`src/rtl/lut_n_hyst.sv`:
```
// Period-count to capacitor-bank state lookup with run-time loadable corner/state
// tables, a serial one-corner-per-clock scan and a hysteresis window on band changes.
module lut_n_hyst #(
  parameter int CNT_W     = 14,
  parameter int STATE_W   = 7,
  parameter int N_CORNERS = 16,
  parameter int ADDR_W    = 4,
  parameter int HYST      = 4
) (
  input  logic               clk,
  input  logic               rst,
  input  logic [CNT_W-1:0]   n_clk_cnts,
  input  logic               sample_valid,
  input  logic               tbl_we,
  input  logic               tbl_sel,
  input  logic [ADDR_W-1:0]  tbl_addr,
  input  logic [CNT_W-1:0]   tbl_wdata,
  output logic [STATE_W-1:0] state_out,
  output logic [ADDR_W-1:0]  band,
  output logic               in_range,
  output logic               out_valid,
  output logic               busy,
  output logic               overrun,
  output logic               tbl_err
);

  localparam int IDX_W = $clog2(N_CORNERS);
  localparam logic [IDX_W-1:0] LAST_IDX = IDX_W'(N_CORNERS - 1);
  localparam logic [ADDR_W:0]  ADDR_LIM = (ADDR_W + 1)'(N_CORNERS);
  localparam logic [CNT_W:0]   HYST_X   = (CNT_W + 1)'(HYST);

  typedef enum logic [1:0] {
    IDLE   = 2'd0,
    SCAN   = 2'd1,
    DECIDE = 2'd2
  } state_t;

  state_t state_r, state_nx_s;

  logic [CNT_W-1:0]   corner_r    [N_CORNERS];
  logic [STATE_W-1:0] state_tbl_r [N_CORNERS];

  logic [CNT_W-1:0]   n_r;
  logic [IDX_W-1:0]   j_r;
  logic [IDX_W-1:0]   acc_r;
  logic [IDX_W-1:0]   cur_r;
  logic               have_band_r;
  logic [STATE_W-1:0] state_out_r;
  logic               in_range_r;
  logic               out_valid_r;
  logic               busy_r;
  logic               overrun_r;
  logic               tbl_err_r;

  logic               start_s;
  logic               decide_s;
  logic               idle_s;
  logic               addr_ok_s;
  logic               wr_ok_s;
  logic [IDX_W-1:0]   widx_s;
  logic               hit_s;
  logic               in_range_s;
  logic [IDX_W-1:0]   cand_s;
  logic [IDX_W-1:0]   up_idx_s;
  logic [CNT_W:0]     n_x_s;
  logic [CNT_W:0]     up_lim_s;
  logic [CNT_W:0]     dn_lim_s;
  logic               accept_s;
  logic [IDX_W-1:0]   new_band_s;

  assign state_out = state_out_r;
  assign band      = ADDR_W'(cur_r);
  assign in_range  = in_range_r;
  assign out_valid = out_valid_r;
  assign busy      = busy_r;
  assign overrun   = overrun_r;
  assign tbl_err   = tbl_err_r;

  assign idle_s    = (state_r == IDLE);
  assign addr_ok_s = ({1'b0, tbl_addr} < ADDR_LIM);
  assign wr_ok_s   = tbl_we & idle_s & addr_ok_s;
  assign widx_s    = tbl_addr[IDX_W-1:0];

  // FSM state register
  always_ff @(posedge clk) begin
    if (rst) begin
      state_r <= IDLE;
    end else begin
      state_r <= state_nx_s;
    end
  end

  // FSM next-state and phase strobes
  always_comb begin
    state_nx_s = state_r;
    start_s    = 1'b0;
    decide_s   = 1'b0;
    case (state_r)
      IDLE: begin
        if (sample_valid) begin
          state_nx_s = SCAN;
          start_s    = 1'b1;
        end else begin
          state_nx_s = IDLE;
        end
      end
      SCAN: begin
        if (j_r == LAST_IDX) begin
          state_nx_s = DECIDE;
        end else begin
          state_nx_s = SCAN;
        end
      end
      DECIDE: begin
        state_nx_s = IDLE;
        decide_s   = 1'b1;
      end
      default: begin
        state_nx_s = IDLE;
      end
    endcase
  end

  // Corner comparison and hysteresis decision, all at CNT_W+1 bits so n+HYST cannot wrap
  always_comb begin
    hit_s      = (corner_r[j_r] >= n_r);
    in_range_s = ~(n_r > corner_r[0]);
    cand_s     = acc_r;
    n_x_s      = {1'b0, n_r};
    // cur+1 only matters when cand > cur, so cur is never the last band there
    if (cur_r == LAST_IDX) begin
      up_idx_s = cur_r;
    end else begin
      up_idx_s = cur_r + IDX_W'(1);
    end
    up_lim_s = {1'b0, corner_r[up_idx_s]};
    dn_lim_s = {1'b0, corner_r[cur_r]} + HYST_X;
    accept_s = 1'b0;
    if (!have_band_r) begin
      accept_s = 1'b1;
    end else if (cand_s > cur_r) begin
      accept_s = ((n_x_s + HYST_X) <= up_lim_s);
    end else if (cand_s < cur_r) begin
      accept_s = (n_x_s >= dn_lim_s);
    end else begin
      accept_s = 1'b0;
    end
    if (accept_s) begin
      new_band_s = cand_s;
    end else begin
      new_band_s = cur_r;
    end
  end

  // Table storage: not reset, written only while idle at a legal index
  always_ff @(posedge clk) begin
    if (wr_ok_s) begin
      if (tbl_sel) begin
        state_tbl_r[widx_s] <= tbl_wdata[STATE_W-1:0];
      end else begin
        corner_r[widx_s] <= tbl_wdata;
      end
    end
  end

  // Sample latch, scan accumulator, decision outputs and sticky error flags
  always_ff @(posedge clk) begin
    if (rst) begin
      n_r         <= {CNT_W{1'b0}};
      j_r         <= {IDX_W{1'b0}};
      acc_r       <= {IDX_W{1'b0}};
      cur_r       <= {IDX_W{1'b0}};
      have_band_r <= 1'b0;
      state_out_r <= {STATE_W{1'b0}};
      in_range_r  <= 1'b0;
      out_valid_r <= 1'b0;
      busy_r      <= 1'b0;
      overrun_r   <= 1'b0;
      tbl_err_r   <= 1'b0;
    end else begin
      out_valid_r <= 1'b0;
      if (start_s) begin
        n_r    <= n_clk_cnts;
        j_r    <= IDX_W'(1);
        acc_r  <= {IDX_W{1'b0}};
        busy_r <= 1'b1;
      end else if (state_r == SCAN) begin
        acc_r <= acc_r + IDX_W'(hit_s);
        j_r   <= j_r + IDX_W'(1);
      end else if (decide_s) begin
        cur_r       <= new_band_s;
        have_band_r <= 1'b1;
        in_range_r  <= in_range_s;
        out_valid_r <= 1'b1;
        busy_r      <= 1'b0;
        if (accept_s) begin
          state_out_r <= state_tbl_r[new_band_s];
        end
      end
      if (sample_valid && !idle_s) begin
        overrun_r <= 1'b1;
      end
      if (tbl_we && !(idle_s && addr_ok_s)) begin
        tbl_err_r <= 1'b1;
      end
    end
  end

endmodule

```
`config.mk`:
```
export PLATFORM = sky130hd
export DESIGN_NAME = lut_n_hyst
export DESIGN_NICKNAME = d
export VERILOG_FILES = /design/src/rtl/lut_n_hyst.sv
export SDC_FILE = /design/constraint.sdc
export NUM_CORES = 1
export LEC_CHECK = 0
export ABC_AREA = 1
export CORE_MARGIN = 3
export CORE_UTILIZATION = 40
export CTS_BUF_LIST = sky130_fd_sc_hd__clkbuf_8 sky130_fd_sc_hd__clkbuf_16
export DETAILED_ROUTE_END_ITERATION = 16
export PLACE_DENSITY = 0.57
export RECOVER_POWER = 50
export SYNTH_ARGS = -nofsm -noshare
export SYNTH_HDL_FRONTEND = slang
export SYNTH_SLANG_ARGS = --single-unit
```
`constraint.sdc`:
```
create_clock -name clk -period 4.2 [get_ports clk]
set_input_delay 0.42 -clock clk [delete_from_list [all_inputs] [get_ports clk]]
set_output_delay 0.42 -clock clk [all_outputs]
set_load 0.01 [all_outputs]
```
==> results of run 1 <==
[power groups by stage]
| stage | combinational (W) | sequential, W | clock (W) |
|---|---|---|---|
| after global placement | 0.000740 | 0.00426 | 0 |
| after floorplan | 0.000408 | 0.00425 | 0 |
| after CTS | 0.000775 | 0.00418 | 0.00382 |
| after global routing | 0.000927 | 0.00419 | 0.00399 |
| after detailed placement | 0.000749 | 0.00426 | 0 |
| final | 0.000859 | 0.00419 | 0.00378 |
[registers in the layout (all words and copies together), names as in the netlist, 2 cells and up, named ones only]
| register | flops |
|---|---|
| state_tbl_r | 112 |
| band | 4 |
| state_out | 7 |
| j_r | 4 |
| state_r | 2 |
| corner_r | 224 |
| n_r | 14 |
| acc_r | 4 |
[layout by cell type, fill, tap and decap left out, types with 13 or more instances in the layout]
master | synthesis | final
sky130_fd_sc_hd__a21oi_1 | 263 | 248
sky130_fd_sc_hd__a21oi_2 | 1 | 13
sky130_fd_sc_hd__a311o_1 | 13 | 13
sky130_fd_sc_hd__buf_12 | 0 | 37
sky130_fd_sc_hd__buf_4 | 7 | 234
sky130_fd_sc_hd__buf_6 | 7 | 23
sky130_fd_sc_hd__clkbuf_16 | 0 | 52
sky130_fd_sc_hd__clkdlybuf4s50_1 | 0 | 25
sky130_fd_sc_hd__dfxtp_1 | 45 | 38
sky130_fd_sc_hd__dlygate4sd3_1 | 0 | 27
sky130_fd_sc_hd__edfxtp_1 | 336 | 336
sky130_fd_sc_hd__ha_1 | 66 | 59
sky130_fd_sc_hd__inv_1 | 364 | 366
sky130_fd_sc_hd__nand2_1 | 364 | 313
sky130_fd_sc_hd__nand2_2 | 5 | 33
sky130_fd_sc_hd__nand2_4 | 1 | 19
sky130_fd_sc_hd__nand3_1 | 323 | 245
sky130_fd_sc_hd__nand3_2 | 1 | 64
sky130_fd_sc_hd__nand3_4 | 0 | 15
sky130_fd_sc_hd__nor2_1 | 114 | 109
sky130_fd_sc_hd__o211ai_1 | 65 | 65
sky130_fd_sc_hd__o21ai_0 | 276 | 248
sky130_fd_sc_hd__o21ai_1 | 2 | 20
sky130_fd_sc_hd__o221ai_1 | 17 | 15
sky130_fd_sc_hd__xor2_1 | 13 | 13
[cell families (layout without fill, tap and decap cells)]
group,Yosys count,after routing,share of synthesized area
compound gates,682,683,0.180
xor+xnor,18,18,0.00732
buf+inv,528,834,0.0975
fa+ha+maj,66,66,0.0384
simple gates,829,829,0.167
flops,381,381,0.510
[metal layers]
layer | global-route usage | share of wire | vias up
li1 | - | - | 9283
met1 | 0.370 | 0.38 | 9852
met2 | 0.485 | 0.47 | 1186
met3 | 0.0438 | 0.084 | 312
met4 | 0.151 | 0.063 | 0
met5 | 0 | 0 | -
[worst max-delay path, delay by kind of cell (launching register included)]
kind,cells,cell delay (ps)
AOI/OAI and AO/OA,3,490
xor gates and xnor gates,1,150
adders and majority gates,2,490
buffers and inverters,6,730
DFF,1,380
and+or+nand+nor,21,2180
[timing repair]
action,CTS,global route
gates cloned,13,14
resized for setup,215,143
setup endpoints to repair,15,15
pin swaps,52,64
setup buffers,30,10
endpoints found under the hold margin,0,0
[layout make-up]
| cell class | instances | area (um^2) |
|---|---|---|
| clock buffer | 46 | 1140 |
| clock inverter | 33 | 253 |
| fill | 4704 | 24500 |
| inverter | 373 | 1430 |
| multi-input combinational | 1596 | 9640 |
| sequential | 381 | 11000 |
| tap | 688 | 861 |
| timing repair buffer | 382 | 4010 |
[how the worst max path moves through the flow]
stage / startpoint / to / slack, ps / cells after the start
global placement: band[0] / state_out[1] / -740 / 31
detailed placement: band[0] / state_out[1] / -760 / 31
global route: flip-flop / state_out[3] / -480 / 33
finish: flip-flop / state_out[1] / -300 / 33
floorplan: flip-flop / state_out[3] / 2 / 33
CTS: band[1] / state_out[5] / -220 / 35
[per-stage QoR]
step | area [um^2] | setup slack (ps) | util | std cells | power, W
final | 28300 | -300 | 0.536 | 3499 | 0.00883
after global routing | 28300 | -482 | 0.536 | 3499 | 0.00910
after CTS | 27400 | -216 | 0.518 | 3475 | 0.00877
after detailed placement | 24600 | -764 | 0.465 | 3355 | 0.00501
after global placement | 24600 | -742 | 0.465 | 3355 | 0.00500
after floorplan | 21500 | 1.54 | - | 2504 | 0.00466
==> results by stage, run 1 <==
Synth:
- The cell area after technology mapping is 21500 um^2.
- In the synthesized netlist the async set-or-reset flop fraction comes to 0.
- Averaged over all synthesized cells, the footprint is around 8.6 um^2.
- For this run, the register share of the synthesized area comes to 0.510.
- Summed over all instances, the cell type with the most area after synthesis is sky130_fd_sc_hd__edfxtp_1.
- The distinct cell type count after synthesis is 48.
- Yosys printed 0 warnings.
- For this run, the leading register cell type out of synthesis is sky130_fd_sc_hd__edfxtp_1.
- After synthesis, the cell types taking the most area are sky130_fd_sc_hd__edfxtp_1 47%, sky130_fd_sc_hd__nand3_1 7.5%, sky130_fd_sc_hd__o21ai_0 6.4%, sky130_fd_sc_hd__inv_1 6.3%, sky130_fd_sc_hd__nand2_1 6.3%.
- Synthesis produced a netlist with a net count of roughly 2600.
- After synthesis, the most frequently instantiated cells are 364 x sky130_fd_sc_hd__inv_1, 364 x sky130_fd_sc_hd__nand2_1, 336 x sky130_fd_sc_hd__edfxtp_1.
- Counting flops and latches in the post-synthesis netlist gives between 300 and 400.
- The number of standard cells after synthesis is ~2500.
- The proportion of netlist area held by the largest area contributor is 0.469.
- The count of flip-flops with a built-in enable after synthesis is between 300 and 400.

CTS:
- Clock tree synthesis found a total of about 380 sinks.
- The CTS buffer count is 44.
- The clock tree from TritonCTS is done.
- CTS placed an instance of sky130_fd_sc_hd__clkbuf_16 at the clock tree root.
- CTS built an H-tree with a depth of 2.
- Counting along the longest clock path gives a buffer depth of 3.
- The cts-stage hold buffer count is 0.
- Clock-pin slew was measured on the worst setup and hold paths at 60 ps.
- The clock insertion delay at the later pin of the skew report is approximately 600 ps.

Pwr:
- For this design the total switching power over the nets is 0.00221 W.
- The share of total power dissipated in the clock network is 0.429.
- The share of total power dissipated in combinational logic is 0.097.
- The power density of the placed cells is about 310 nW/um^2.
- The worst-case IR drop observed on VDD is between 0.3 and 0.4 mV.
- The share of total power dissipated in sequential elements is 0.474.
- The leakage power of the design is roughly 11 nW.
- The internal power is 0.00661 W.
- The switching share of total power is 0.251.

Detailed routing:
- The remaining antenna violation count after routing is 0.
- The final layout contains routed wiring with a total length of about 86000 um.
- The number of vias in the routed layout is roughly 21000.
- The total DRC errors in the routed layout is 0.
- The first-pass detailed-route iteration total is 8.
- The number of DRC markers after the initial detailed-route iteration is around 2100.
- Dividing the detail-routed wire length by the instance count gives roughly 25 um.
- The via-per-instance ratio is about 6.

Setup path:
- Data on the critical path arrives at its endpoint at 5000 ps.
- STA classifies the critical path startpoint as a flip-flop.
- Across all register-to-register paths, the minimum setup slack is -300 ps.
- The maximum single-stage delay on the critical path is 380 ps.
- STA classifies the critical path endpoint as a flip-flop.
- At the worst endpoint, the required time is roughly 4700 ps.
- Along the worst path, the maximum fanout reaches 8.
- The capture instance of the worst register-to-register path is state_out[1].
- The slowest cell on the critical path is sky130_fd_sc_hd__dfxtp_4.
- The most used cell along the critical path is sky130_fd_sc_hd__nand2_1.
- The number of cells on the worst reg-to-reg path is 33.
- The critical path is of the reg2reg type.

Die:
- The standard cell core area is roughly 53000 um^2.
- The boundary pin count is 53.
- The floorplan row count is 84.
- The width of the chip is approximately 240 um.
- The die is 238 um tall.
- The initial core utilization is 0.407.
- The die covers approximately 57000 um^2.

Status:
- The flow ran to the end, but the final reports show violations.
- The final reports fail on capacitance limit, slew limit, setup timing.

Place:
- The HPWL after detailed placement is 55800 um.
- The last weighted congestion value of the routability-driven placer is between 0.9 and 1.
- Port buffering added 52 buffers.

Flow run:
- Max-cap violations in this run came to 6.

Timing:
- The total negative slack is -2330 ps.
- At the pin with the least slew margin, the transition time is about 1900 ps.
- On the final layout, the worst hold slack is 421 ps.
- Setup violations remaining at the end of the flow were counted as 13.
- Setup slack on the critical path of the routed design comes to -300 ps.
- Across the routed clock network, the largest skew measured is between 20 and 25 ps.
- The final hold violation count came to 0.
- The normalized max-slew margin is -0.265.
- The max-slew violation count is 198.
- The smallest clock period supported by the final layout is computed as roughly 4500 ps.
- The ratio of final minimum period to clock period is 1.07.
- Setup repair after global routing could not meet its margin everywhere.
- For this run, the top clock speed supported by timing is about 220 MHz.

Global route:
- Entering global routing, the biggest net connects 59 pins.
- Across every metal layer, demand over resource in global routing totals 0.291.
- The via count of the first global-routing pass is between 15000 and 20000.
- After global routing the overflow that remains totals 0.
- The first global-routing pass estimated 124000 um of wire.
- The initial antenna violation count was 0.

Layout:
- The area growth from synthesis to layout is 31.6%.
- The share of post-route cells with drive strength above 1 is 0.212.
- The net count of the finished layout is 2881.
- The number of antenna diodes in the final layout is 0.

Min path:
- The worst hold path passes through 3 cells.
- The type of the tightest min-delay check is in2reg.
- The path with the worst hold slack has its endpoint at n_r[11].
- The startpoint identified for the worst hold timing path is n_clk_cnts[11].
(Power assumes the default switching activity.)
==> run 2: changes to the inputs <==
CAP_MARGIN = 15   (was not set)
CELL_PAD_IN_SITES_DETAIL_PLACEMENT = 1   (was not set)
CELL_PAD_IN_SITES_GLOBAL_PLACEMENT = 2   (was not set)
CORE_UTILIZATION = 35   (was 40)
PLACE_DENSITY = not set   (was 0.57)
PLACE_DENSITY_LB_ADDON = 0.3   (was not set)
==> results by stage, run 2 (synthesis results as in run 1) <==
Timing:
- The final critical delay including setup and external delays is 4580 ps (+81.1 ps).
- The slew at the pin closest to its max-slew limit was 1990 ps (+91.2 ps).
- The minimum hold slack was 407 ps (-14.2 ps).
- The ratio of final minimum period to clock period came to 1.09 (+0.0193).
- The normalized max-slew margin is -0.325 (-0.0608).
- The highest achievable clock rate came to 218 MHz (-1.8%).
- The total negative slack is -3400 ps (-1060 ps).
- The final hold violation count is 0 (unchanged).
- The final worst-path setup slack is -381 ps (-81.1 ps).
- Setup repair after global routing could not meet its margin everywhere.
- The max-slew violation count was 198 (unchanged).
- The post-route clock skew is 17.9 ps (-6.79 ps).
- The number of endpoints failing setup at the final stage is 15 (+2).

Detailed routing:
- The total wire length after detailed routing was 96100 um (+12%).
- The first-pass detailed-route iteration total is 5 (-3).
- The remaining antenna violation count after routing was 0 (unchanged).
- The number of DRC markers after the initial detailed-route iteration is 1780 (-16%).
- The via-per-instance ratio is 5.77 (-2.1%).
- The total DRC errors in the routed layout came to 0 (unchanged).
- The mean routed wirelength per cell is 27.1 um (+11%).
- The number of vias in the routed layout came to 20455 (-0.86%).

Layout:
- The area of combinational cells with multiple inputs was 9170 um^2 (-4.8%).
- The number of standard cells in the layout, taps in and fillers out is 3542 (+1.2%).
- corner_r holds more flip-flops than any other register.
- The number of fill cells is 6882 (+46%).
- The combined flip-flop and latch cell area is 11000 um^2 (about the same).
- Leaving out fill and tap cells, the most frequent cell in the layout is sky130_fd_sc_hd__inv_1.
- Leaving out fill and tap cells, the most frequent cells in the layout are 372 x sky130_fd_sc_hd__inv_1, 336 x sky130_fd_sc_hd__edfxtp_1, 331 x sky130_fd_sc_hd__nand2_1.
- The share of post-route cells with drive strength above 1 is 0.173 (-0.0398).
- The net count of the finished layout came to 2824 (-2.0%).
- In the final layout, the registers with the most flip-flops are corner_r x224, state_tbl_r x112, n_r x14.
- The number of flip-flops under the largest register name is 224 (unchanged).
- Compared with the post-synthesis result, the final layout area differs by 28.6%.

Setup path:
- The maximum single-stage delay on the critical path is 420 ps (+40 ps).
- On the critical path, the stage with the largest delay is an instance of sky130_fd_sc_hd__o311ai_2.
- The startpoint of the most critical setup path is band[0].
- The critical path endpoint category is a flip-flop.
- The maximum fanout count along the critical path is 9 (+1).
- The data arrival time of the critical path came to 5110 ps (+110 ps).
- STA classifies the critical path startpoint as a flip-flop.
- The most used cell along the critical path is sky130_fd_sc_hd__nand3_1.
- The path type of the worst setup path is reg2reg.
- The worst register-to-register path begins at band[0].
- The required time at the worst-slack endpoint is 4730 ps (+30 ps).

Global route:
- The aggregate global routing overflow came to 0 (unchanged).
- The met2 track utilization from global routing was 0.498 (+0.0127).
- The wire length of the first global-routing pass was 141000 um (+13%).
- The via count of the first global-routing pass is 21506 (+8.7%).
- The routing layer with the top usage in global route is met2.
- The global-route met1 utilization came to 0.372 (+0.00178).
- The initial antenna violation count is 2 (+2).
- The pin count of the biggest net entering global routing came to 56 (-5.1%).
- The met3 global-route usage is 0.0456 (+0.00184).
- The global routing usage summed across all routing layers is 0.295 (+0.00423).

CTS:
- The clock tree from TritonCTS is done.
- The clock insertion delay at the later pin of the skew report is 590 ps (about the same).
- The tree is rooted in a sky130_fd_sc_hd__clkbuf_16.
- The clock transition at the register clock pins on the worst setup and hold paths after CTS came to 60 ps (about the same).
- The maximum level of the CTS H-tree was 2 (unchanged).
- The CTS buffer count is 47 (+6.8%).
- The maximum clock path buffer count is 3 (unchanged).
- The CTS sink count is 381 (unchanged).

Die:
- The initial core utilization came to 0.355 (-0.0519).
- The height of the die is 254 um (+6.7%).
- The die outline area was 64500 um^2 (+14%).
- The standard cell core area is 60600 um^2 (+15%).
- The boundary pin count is 53 (unchanged).
- The width of the chip was 254 um (+6.7%).
- The floorplan row count is 90 (+7.1%).

Place:
- The setup slack at placement was -866 ps (-102 ps).
- The last weighted congestion value of the routability-driven placer is 0.896 (-3.0%).
- The count of buffers inserted at the top-level ports came to 52 (unchanged).
- The detailed-placement wirelength estimate came to 63800 um (+14%).
- The number of placed instances, taps included is 3402 (+1.4%).

Pwr:
- The power density of the placed cells is 329 nW/um^2 (+5.7%).
- The peak ir drop on the vdd network is 0.354 mV (+11%).
- The leakage power of the design was 11.1 nW (-2.5%).

Min path:
- The start point of the worst hold path is n_clk_cnts[12].
- The worst hold path belongs to the class in2reg.

Status:
- The flow ran to the end, but the final reports show violations.
- The checks that failed: capacitance limit, slew limit, setup timing.

Flow run:
- The number of max-capacitance violations reported came to 6 (unchanged).
[run 2: final timing paths]
kind,endpoint,slack (ps),cells past startpoint
max,state_out[6],-380,33
min,n_r[12],410,3
max reg2reg,state_out[6],-380,33
min reg2reg,overrun,460,2
[run 2: timing repair]
action | CTS | global route
gates cloned | 19 | 2
endpoints found under the setup margin | 15 | 18
pin swaps | 49 | 25
hold buffers | 0 | 0
resized for setup | 183 | 58
buffers inserted | 36 | 0
[run 2: report_power, final]
| group | leakage [nW] | total, W | switching [W] | internal [W] |
|---|---|---|---|---|
| registers | 3.40 | 0.00419 | 0.0000339 | 0.00416 |
| clock network | 0.785 | 0.00405 | 0.00168 | 0.00236 |
| logic | 6.91 | 0.000883 | 0.000576 | 0.000307 |
| total | 11.1 | 0.00912 | 0.00229 | 0.00683 |
[run 2: final cells by class]
type | instances | area share
tap | 782 | 0.0353
antenna | 2 | 0.000181
clock buffer | 51 | 0.0449
sequential | 381 | 0.397
multi-input combinational | 1598 | 0.331
timing repair buffer | 320 | 0.129
clock inverter | 35 | 0.00976
inverter | 373 | 0.0517
[run 2: layer usage]
layer,share of wire,up-vias
met5,0,-
met4,0.050,0
met1,0.40,10294
met3,0.065,242
met2,0.48,750
li1,-,9169
[run 2: worst max-delay path: cells and delay by family (launching register included)]
kind                       cells  cell delay (ps)
DFF                            1              370
buffers and inverters          9             1080
and+or+nand+nor               16             1450
adders and majority gates      2              440
AOI/OAI and AO/OA              6             1160
[run 2: through the flow]
step / total power (W) / area [um^2] / util
5_1_grt: 0.00939 / 27700 / 0.457
6_report: 0.00912 / 27700 / 0.457
3_5_place_dp: 0.00504 / 24500 / 0.405
3_3_place_gp: 0.00502 / 24500 / 0.405
2_1_floorplan: 0.00466 / 21500 / -
4_1_cts: 0.00915 / 27400 / 0.453
